<file path="src/rtl/multimode_counter_pkg.sv">
// Shared definitions for the multimode counter: step-mode encodings and
// parameter legality limits.
package multimode_counter_pkg;

   typedef enum logic [1:0] {
      MODE_UP1 = 2'b00,
      MODE_DN1 = 2'b01,
      MODE_UPS = 2'b10,
      MODE_DNS = 2'b11
   } mode_e;

   localparam int unsigned WIDTH_MIN = 32'd2;
   localparam int unsigned WIDTH_MAX = 32'd16;
   localparam int unsigned DIV_MIN   = 32'd1;
   localparam int unsigned DIV_MAX   = 32'd67108864;

   function automatic bit params_legal(input int unsigned width,
                                       input int unsigned div,
                                       input int unsigned step);
      bit ok;
      ok = (width >= WIDTH_MIN) && (width <= WIDTH_MAX) &&
           (div >= DIV_MIN) && (div <= DIV_MAX) &&
           (step >= 32'd1) && (step <= ((32'd1 << width) - 32'd1));
      return ok;
   endfunction

endpackage

</file>
<file path="src/rtl/multimode_counter_tick_divider.sv">
// Prescaler: counts enabled clock cycles 0..DIV-1 and flags the last one as a tick.
module tick_divider #(
   parameter int unsigned DIV = 1
) (
   input  logic clock,
   input  logic reset,
   input  logic enable,
   output logic tick
);

   localparam int unsigned PW = (DIV > 32'd1) ? $clog2(DIV) : 32'd1;
   localparam logic [PW-1:0] LAST = PW'(DIV - 32'd1);

   logic [PW-1:0] pcnt_r;
   logic          at_last_s;

   assign at_last_s = (pcnt_r == LAST);
   // Gated by reset so no step is ever requested while the block is held clear.
   assign tick = enable & ~reset & at_last_s;

   // Prescaler count: advances only while enabled, returns to zero on the tick edge.
   always_ff @(posedge clock or posedge reset) begin
      if (reset) begin
         pcnt_r <= {PW{1'b0}};
      end else if (enable) begin
         if (at_last_s) begin
            pcnt_r <= {PW{1'b0}};
         end else begin
            pcnt_r <= pcnt_r + PW'(1'b1);
         end
      end else begin
         pcnt_r <= pcnt_r;
      end
   end

endmodule

</file>
<file path="src/rtl/multimode_counter.sv">
// Up/down counter with selectable step, wrap or saturate overflow handling,
// synchronous load and a prescaler that paces the steps.
module multimode_counter
   import multimode_counter_pkg::*;
#(
   parameter int unsigned WIDTH = 4,
   parameter int unsigned DIV   = 1,
   parameter int unsigned STEP  = 2
) (
   input  logic             clock,
   input  logic             reset,
   input  logic             enable,
   input  logic [1:0]       mode,
   input  logic             saturate,
   input  logic             load,
   input  logic [WIDTH-1:0] load_value,
   output logic [WIDTH-1:0] count,
   output logic             tick,
   output logic             wrap,
   output logic             at_limit
);

   localparam bit PARAMS_OK = params_legal(WIDTH, DIV, STEP);

   generate
      if (!PARAMS_OK) begin : g_param_check
         $error("multimode_counter: illegal WIDTH/DIV/STEP combination");
      end
   endgenerate

   localparam logic [WIDTH:0]   ONE_X    = (WIDTH + 1)'(1'b1);
   localparam logic [WIDTH:0]   STEP_X   = (WIDTH + 1)'(STEP);
   localparam logic [WIDTH-1:0] ALL_ONES = {WIDTH{1'b1}};
   localparam logic [WIDTH-1:0] ZERO     = {WIDTH{1'b0}};

   mode_e            mode_s;
   logic             down_s;
   logic [WIDTH:0]   delta_s;
   logic [WIDTH:0]   result_s;
   logic             over_s;
   logic [WIDTH-1:0] next_count_s;
   logic             next_wrap_s;
   logic             tick_s;
   logic [WIDTH-1:0] count_r;
   logic             wrap_r;

   tick_divider #(
      .DIV (DIV)
   ) u_tick_divider (
      .clock  (clock),
      .reset  (reset),
      .enable (enable),
      .tick   (tick_s)
   );

   // Step direction and size decoded from the current mode.
   always_comb begin
      mode_s  = mode_e'(mode);
      down_s  = 1'b0;
      delta_s = ONE_X;
      case (mode_s)
         MODE_UP1: begin
            down_s  = 1'b0;
            delta_s = ONE_X;
         end
         MODE_DN1: begin
            down_s  = 1'b1;
            delta_s = ONE_X;
         end
         MODE_UPS: begin
            down_s  = 1'b0;
            delta_s = STEP_X;
         end
         MODE_DNS: begin
            down_s  = 1'b1;
            delta_s = STEP_X;
         end
         default: begin
            down_s  = 1'b0;
            delta_s = ONE_X;
         end
      endcase
   end

   // One extra bit catches both carry-out going up and borrow going down.
   always_comb begin
      result_s     = {WIDTH + 1{1'b0}};
      over_s       = 1'b0;
      next_count_s = ZERO;
      next_wrap_s  = 1'b0;
      if (down_s) begin
         result_s = {1'b0, count_r} - delta_s;
      end else begin
         result_s = {1'b0, count_r} + delta_s;
      end
      over_s = result_s[WIDTH];
      if (saturate) begin
         next_wrap_s = 1'b0;
         if (over_s) begin
            next_count_s = down_s ? ZERO : ALL_ONES;
         end else begin
            next_count_s = result_s[WIDTH-1:0];
         end
      end else begin
         next_count_s = result_s[WIDTH-1:0];
         next_wrap_s  = over_s;
      end
   end

   // Count and wrap registers: load beats a tick step, otherwise hold.
   always_ff @(posedge clock or posedge reset) begin
      if (reset) begin
         count_r <= ZERO;
         wrap_r  <= 1'b0;
      end else if (load) begin
         count_r <= load_value;
         wrap_r  <= 1'b0;
      end else if (tick_s) begin
         count_r <= next_count_s;
         wrap_r  <= next_wrap_s;
      end else begin
         count_r <= count_r;
         wrap_r  <= 1'b0;
      end
   end

   assign count    = count_r;
   assign wrap     = wrap_r;
   assign tick     = tick_s;
   assign at_limit = down_s ? (count_r == ZERO) : (count_r == ALL_ONES);

endmodule

</file>
<file path="config.mk">
export PLATFORM = sky130hd
export DESIGN_NAME = multimode_counter
export DESIGN_NICKNAME = d
export VERILOG_FILES = /design/src/rtl/multimode_counter_pkg.sv /design/src/rtl/multimode_counter_tick_divider.sv /design/src/rtl/multimode_counter.sv
export SDC_FILE = /design/constraint.sdc
export NUM_CORES = 1
export LEC_CHECK = 0
export CAP_MARGIN = 20
export CORE_AREA = 3 3 40 42
export DETAILED_ROUTE_END_ITERATION = 10
export DIE_AREA = 0 0 43 45
export PLACE_DENSITY = 0.71
export SLEW_MARGIN = 20
export SYNTH_ARGS = -nofsm -noshare
export SYNTH_HDL_FRONTEND = slang
export SYNTH_HIERARCHICAL = 1
export SYNTH_SLANG_ARGS = --single-unit
</file>
<file path="constraint.sdc">
create_clock -name clock -period 3.5 [get_ports clock]
set_clock_uncertainty 0.1 [all_clocks]
set_input_delay 1.05 -clock clock [delete_from_list [all_inputs] [get_ports clock]]
set_output_delay 1.05 -clock clock [all_outputs]
set_load 0.05 [all_outputs]
</file>
==> impl_metrics.csv, run 1 <==
group,metric,value,unit
worst_setup_path,family_with_the_most_delay_on_the_worst_path,"simple AND/OR/NAND/NOR gates",
grt,grt_usage,0.131,
grt,first_global_vias,461,
flow_run,max_cap_violations,0,
timing,final-hold-violation-count,0,
worst_setup_path,timing.critical_path.required,2.35,ns
grt,grt-busiest-layer,"met2",
synth,synth.lib_cells_used.distinct,27,
timing,period_needed,3.30,ns
synth,synth_area_per_cell,7.95,sq um
place,place_hpwl,968,microns
finish,layout.cells.most_common,"sky130_fd_sc_hd__clkdlybuf4s50_1",
finish,most-common-layout-cells,"14 x sky130_fd_sc_hd__clkdlybuf4s50_1, 11 x sky130_fd_sc_hd__a21oi_1, 7 x sky130_fd_sc_hd__nor2_1",
worst_setup_path,critical-path-max-stage-delay,0.48,ns
grt,global_route.usage.met2,0.201,
detailed_routing,avgViaCountPerCell,5.31,
place,postPlaceCellArea,688,sq um
pwr,report.power.total,0.268,mW
finish,share_of_cells_above_drive_strength_1,0.123,
finish,insertedDiodeCount,0,
grt,global_route.usage.met3,0.0598,
detailed_routing,detail_route.wl_per_cell,11.8,microns
die,floorplan.io_pins,18,
clock_tree,cts_tree,"done",
detailed_routing,dr.pass1.iters,4,
detailed_routing,routed_wirelength,1.14,mm
grt,grt_max_degree,10,
place,gp_congestion,0.800,
clock_tree,worst_skew_pair.late_latency,0.24,ns
worst_setup_path,cp.buffers_inverters,3,
die,design.core.area,1280,sq um
grt,grt_antenna_before_repair,0,
worst_setup_path,cell_by_cell_trace_of_the_critical_path,"dlygate4sd2_1 -> inv_2 -> or4_1 -> o21ai_2 -> buf_12",
synth,synthesis.instances,60,
die,floorplan.die.width,43,microns
timing,max_slew_margin,0.667,
worst_setup_path,critPathCaptureType,"primary output",
synth,post_synth_instance_area,477,sq um
run_status,outcome,"finished clean",
min_path,hold_path.class,"reg2reg",
grt,groute.layer.met1.usage,0.162,
die,die-area,1940,sq um
synth,synth.net_count,77,
timing,rsz_0062_raised_after_global_routing,"no",
worst_setup_path,path_class,"in2out",
detailed_routing,detailedRoute.firstIterationViolations,6,
timing,max_freq,0.303,GHz
pwr,p_leak,0.320,nW
clock_tree,cts_htree_levels,1,
worst_setup_path,critPathLaunchType,"primary input",
synth,flop_and_latch_count_out_of_synthesis,5,
detailed_routing,vias,510,
timing,worstMarginPinSlew,0.498,ns
die,rows,13,
place,io_buffer_count,17,
synth,ys_seq_area_frac,0.262,
finish,syn_to_final_growth,50.4,%
die,start_util,0.371,
timing,share_of_the_clock_period_used_by_the_worst_path,0.944,
pwr,power_density,374,nW/um^2
finish,design_area,717,sq um
die,die_h,45,microns
timing,timing_max_transition_violations_final,0,
pwr,vdd.ir_drop.worst,0.191,mV
clock_tree,cts_buffers,3,
grt,grt_pass1_wl,1.90,mm
finish,nFillCells,128,
detailed_routing,final_ant_viol_nets,0,
worst_setup_path,worst-path-max-fanout,2,
timing,final-setup-viol-count,0,
clock_tree,tritoncts_num_sinks,5,
finish,fin_nets,99,
worst_setup_path,cp_data_arrival_time,2.15,ns
clock_tree,ctsLongestPathBuffers,2,
grt,grt_overflow_total,0,
detailed_routing,drc,0,
clock_tree,clkTransAtPathRegs,0.04,ns
synth,synth_warnings,6,
clock_tree,clk_root_buffer_cell,"sky130_fd_sc_hd__clkbuf_4",
clock_tree,postCtsHoldBufs,0,
worst_setup_path,critical_path_slowest_stage_cell,"sky130_fd_sc_hd__or4_1",
==> state kept, by name, indices dropped and copies added (netlist names) <==
register	cells
count	4
wrap	1
==> worst paths after layout <==
check | startpoint | to | slack (ns) | cells after the start
min in group asynchronous | reset | count[3]$_DFFE_PP0P_ | 1.00 | 2
min | count[3]$_DFFE_PP0P_ | count[3]$_DFFE_PP0P_ | 0.50 | 2
min reg2reg | count[3]$_DFFE_PP0P_ | count[3]$_DFFE_PP0P_ | 0.50 | 2
max | mode[0] | at_limit | 0.20 | 5
max reg2reg | count[0]$_DFFE_PP0P_ | count[1]$_DFFE_PP0P_ | 1.55 | 8
max in group asynchronous | reset | count[0]$_DFFE_PP0P_ | 2.13 | 2
==> cell type report <==
type,instances,area [sq um],area share
Inverter,6,22.5,0.0314
Tap cell,15,18.8,0.0262
Clock buffer,4,26.3,0.0366
Sequential cell,5,125,0.175
Multi-Input combinational cell,47,320,0.447
Timing Repair Buffer,19,204,0.284
==> cells in the mapped netlist <==
| library cell | instances | area, sq um |
|---|---|---|
| sky130_fd_sc_hd__a21o_1 | 1 | 7.51 |
| sky130_fd_sc_hd__nor2_1 | 7 | 26.3 |
| sky130_fd_sc_hd__nand4_1 | 1 | 6.26 |
| sky130_fd_sc_hd__clkbuf_1 | 1 | 3.75 |
| sky130_fd_sc_hd__nand3_1 | 3 | 15.0 |
| sky130_fd_sc_hd__a21oi_1 | 11 | 55.1 |
| sky130_fd_sc_hd__a41oi_1 | 1 | 8.76 |
| sky130_fd_sc_hd__dfrtp_1 | 5 | 125 |
| sky130_fd_sc_hd__xnor2_1 | 1 | 8.76 |
| sky130_fd_sc_hd__nand3b_1 | 1 | 7.51 |
| sky130_fd_sc_hd__nand2b_1 | 1 | 6.26 |
| sky130_fd_sc_hd__o31ai_1 | 1 | 7.51 |
| sky130_fd_sc_hd__o21ai_1 | 1 | 5.00 |
| sky130_fd_sc_hd__fa_1 | 1 | 20.0 |
| sky130_fd_sc_hd__nor2b_4 | 1 | 13.8 |
| sky130_fd_sc_hd__nand2_1 | 1 | 3.75 |
| sky130_fd_sc_hd__o21ai_0 | 3 | 15.0 |
| sky130_fd_sc_hd__a31oi_1 | 1 | 6.26 |
| sky130_fd_sc_hd__or4_1 | 1 | 7.51 |
| sky130_fd_sc_hd__nor3_1 | 2 | 10.0 |
| sky130_fd_sc_hd__inv_1 | 5 | 18.8 |
| sky130_fd_sc_hd__xor2_1 | 1 | 8.76 |
| sky130_fd_sc_hd__dlygate4sd1_1 | 1 | 8.76 |
| sky130_fd_sc_hd__inv_2 | 1 | 3.75 |
| sky130_fd_sc_hd__a21boi_1 | 1 | 7.51 |
| sky130_fd_sc_hd__ha_1 | 5 | 62.6 |
| sky130_fd_sc_hd__a22oi_1 | 1 | 7.51 |
==> timing repair <==
| action | CTS | global route |
|---|---|---|
| gates resized for setup | 2 | 0 |
| setup endpoints to repair | 1 | 0 |
| buffers inserted | 0 | 0 |
==> per-layer routing <==
metal  vias to the layer above  routed length [microns]
met5                         -                        0
met4                         0                       11
met3                         3                      106
met2                        24                      517
met1                       225                      500
li1                        258                        -
==> worst min-delay path, stage by stage (launching register included) <==
cell,delay (ns)
sky130_fd_sc_hd__dfrtp_1,0.41
sky130_fd_sc_hd__a22oi_1,0.09
sky130_fd_sc_hd__o31ai_1,0.06
==> metrics by stage <==
| step | hold slack [ns] | worst slack [ns] | instances | setup TNS [ns] | util |
|---|---|---|---|---|---|
| 2_1_floorplan | 0.729 | 0.0891 | 60 | 0 | - |
| 3_3_place_gp | 0.503 | -0.0848 | 92 | -0.0848 | 0.536 |
| 3_5_place_dp | 0.494 | -0.0961 | 92 | -0.0961 | 0.536 |
| 4_1_cts | 0.520 | 0.192 | 96 | 0 | 0.558 |
| 5_1_grt | 0.577 | 0.151 | 96 | 0 | 0.558 |
| 6_report | 0.503 | 0.196 | 96 | 0 | 0.558 |
==> report_power, final <==
part / internal [mW] / leakage [nW] / switching (mW)
combinational: 0.0552 / 0.243 / 0.0744
sequential: 0.0641 / 0.0621 / 0.00877
clock: 0.0430 / 0.0150 / 0.0224
total: 0.162 / 0.320 / 0.106
==> kinds of logic (layout without fill, tap and decap cells) <==
| group | Yosys count | after routing | synth area share |
|---|---|---|---|
| xor gates and xnor gates | 2 | 2 | 0.0368 |
| buffers and inverters | 8 | 29 | 0.0735 |
| adders and majority gates | 6 | 6 | 0.173 |
| and+or+nand+nor | 18 | 18 | 0.202 |
| DFF | 5 | 5 | 0.262 |
| AOI/OAI and AO/OA | 21 | 21 | 0.252 |
(Power assumes the default switching activity.)
==> run 2, diff against run 1 <==
Settings changed: SKIP_LAST_GASP from default to 1, TNS_END_PERCENT from default to 100.
==> results of run 2 <==
The final DEF is identical to that of run 1; final timing and power are the same.
==> run 3, diff against run 2 <==
Settings changed: ABC_CLOCK_PERIOD_IN_PS from default to 3500.
==> results of run 3 <==
The final DEF is identical to that of run 1; final timing and power are the same.
==> variant (flow settings as in run 1) <==
Register the output `tick`, with the module's reset; this adds one clock of latency there. The other outputs are not delayed to match. Comments in the files are not updated.
--- a/src/rtl/multimode_counter.sv
+++ b/src/rtl/multimode_counter.sv
@@ -21,6 +21,8 @@
 );
 
    localparam bit PARAMS_OK = params_legal(WIDTH, DIV, STEP);
+
+   logic tick_d;
 
    generate
       if (!PARAMS_OK) begin : g_param_check
@@ -126,8 +128,16 @@
 
    assign count    = count_r;
    assign wrap     = wrap_r;
-   assign tick     = tick_s;
+   assign tick_d   = tick_s;
    assign at_limit = down_s ? (count_r == ZERO) : (count_r == ALL_ONES);
+
+   always_ff @(posedge clock or posedge reset) begin
+      if (reset) begin
+         tick <= '0;
+      end else begin
+         tick <= tick_d;
+      end
+   end
 
 endmodule
 
Behaviour: not the same (Yosys sat finds a counterexample within 4 cycles, from zero or initial values and one cycle with reset high).
==> variant against run 1 <==
  * Clock power shrank 3%
  * Sequential cell count is 1 higher
  * Final cell count decreased by 6.3%
  * Largest power group unchanged
  * Cell area is 5.2% higher
  * Area after synthesis grew 11%
  * Critical endpoint unchanged
  * Count of clock-buffer cells in the layout shrank 1
  * Power rose by 6.7%
  * Setup slack got worse by 0.14 ns
  * Core utilization rose by 2.9 points
  * Wire length grew 2.3%
==> variant: results (changes against run 1) <==
number of cell instances on the worst register-to-register path -> 9 (+1)
top post-synthesis cells by count -> 6 x sky130_fd_sc_hd__dfrtp_1, 5 x sky130_fd_sc_hd__a21oi_1, 5 x sky130_fd_sc_hd__ha_1, 5 x sky130_fd_sc_hd__inv_1, 5 x sky130_fd_sc_hd__nor2_1
post-placement worst setup slack -> -0.112 ns (-0.0160 ns)
number of vias per cell after detailed routing -> 5.46 (+2.7%)
gpl congestion -> 0.777 (-2.9%)
length of routed met2 wiring -> 546 um (+5.6%)
number of instances in the synthesized netlist -> 57 (-5.0%)
nets in the synthesized netlist -> 74 (-3.9%)
Critical Path Fanout Max -> 2 (unchanged)
share of cells above drive strength 1 -> 0.133 (+0.00988)
leftover overflow at the end of global routing -> 0 (unchanged)
CTS buffer count -> 3 (unchanged)
via count of the first global-routing pass -> 453 (-1.7%)
pin count of the biggest net entering global routing -> 11 (+1)
HPWL reported at the end of detailed placement -> 948 um (-2.1%)
R2R Path End -> count[3]
total of warnings raised by yosys -> 6 (unchanged)
global-route wire length before repair -> 1.83 mm (-4.0%)
Max transition margin -> 0.665 (-0.00199)
start of the worst register-to-register path -> count[0]
IO buf count -> 17 (unchanged)
WL/cell -> 12.9 um (+9.1%)
instance count after placement with tap cells included -> 87 (-5.4%)
met1 track utilization from global routing -> 0.152 (-0.0102)
static power due to leakage -> 0.000327 uW (+2.3%)
max reg flops -> 4 (unchanged)
largest voltage drop on the vdd net -> 0.227 mV (+19%)
number of instances on the worst hold path -> 1 (-1)
overall fraction of global-route tracks in use -> 0.134 (+0.00324)
GR met2 Demand/Resource -> 0.213 (+0.0120)
start point of the worst min-delay path -> count[1]
top cells by area in the synthesized netlist -> sky130_fd_sc_hd__dfrtp_1 28%, sky130_fd_sc_hd__ha_1 12%, sky130_fd_sc_hd__a21oi_1 4.7%
deepest clock path buffer count -> 2 (unchanged)
setup slack of the worst register-to-register path -> 1.18 ns (-0.37 ns)
H-tree depth -> 1 (unchanged)
worst min-delay path category -> reg2reg
routed length on met1 -> 506 um (+1.2%)
register clock-pin slew on the reported worst setup and hold paths -> 0.04 ns (about the same)
number of distinct library cells after synthesis -> 29 (+7.4%)
drt first-iter violations -> 8 (+2)
met3 usage -> 0.0478 (-0.0120)
Endpoint, Worst Hold -> count[1]
detailed route wirelength on metal3 -> 72 um (-32%)
source-to-sink clock delay at the later pin of the worst-skew pair -> 0.25 ns
FFs w/ async S/R, synth -> 1.00 (unchanged)
total via count after detailed routing -> 491 (-3.7%)
most used flip-flop cell after synthesis -> sky130_fd_sc_hd__dfrtp_1
Highest Signal Layer -> met4
filler cell count -> 113 (-12%)
Total Nets Final -> 94 (-5.1%)
endpoint arrival time on the critical path -> 2.29 ns (+0.14 ns)
initial antenna violation count -> 0 (unchanged)
outcome -> completed
tightest hold margin -> 0.570 ns (+0.0663 ns)
fraction of the yosys area taken by sequential cells -> 0.284 (+0.0212)
-- variant: kinds of logic (layout without fill, tap and decap cells) --
group | after synthesis | in the layout | share of synthesized area
simple gates | 15 | 15 | 0.173
fa+ha+maj | 6 | 6 | 0.156
buf+inv | 8 | 26 | 0.0709
xor+xnor | 2 | 2 | 0.0331
flops | 6 | 6 | 0.284
compound gates | 20 | 20 | 0.284
-- variant: how the worst max path moves through the flow --
stage	cells past startpoint	start	slack (ns)	endpoint
3_5_place_dp	4	mode[0]	-0.11	at_limit
3_3_place_gp	4	mode[0]	-0.11	at_limit
4_1_cts	4	mode[0]	0.01	at_limit
5_1_grt	4	mode[0]	0.02	at_limit
6_report	4	mode[0]	0.06	at_limit
2_1_floorplan	3	mode[0]	0.11	at_limit
-- variant: through the flow --
step,utilization,power (uW),instance area (um2)
after CTS,0.581,287,747
after global routing,0.587,303,754
after floorplan,-,179,533
after detailed placement,0.561,222,721
after global placement,0.561,219,721
final,0.587,286,754
-- variant: worst max-delay path, cell delays in order --
cell                              delay, ns
sky130_fd_sc_hd__clkdlybuf4s50_1       0.47
sky130_fd_sc_hd__or4b_4                0.47
sky130_fd_sc_hd__o21ai_4               0.15
sky130_fd_sc_hd__buf_12                0.15
-- variant: timing repair --
item	CTS	global route
setup buffers	0	0
endpoints found under the setup margin	1	1
pin swaps	1	1
gates resized for setup	1	1
-- variant: cell type report --
| cell class | count | area share |
|---|---|---|
| well taps | 15 | 0.0249 |
| clock buffers | 3 | 0.0299 |
| repair buffers | 18 | 0.249 |
| inverters | 5 | 0.0249 |
| multi-input cells | 43 | 0.473 |
| flip-flops and latches | 6 | 0.199 |
-- variant: power by group --
part / switching, uW / internal, uW
combinational: 73.7 / 61.9
sequential: 10.4 / 76.1
clock: 24.9 / 38.8
total: 109 / 177
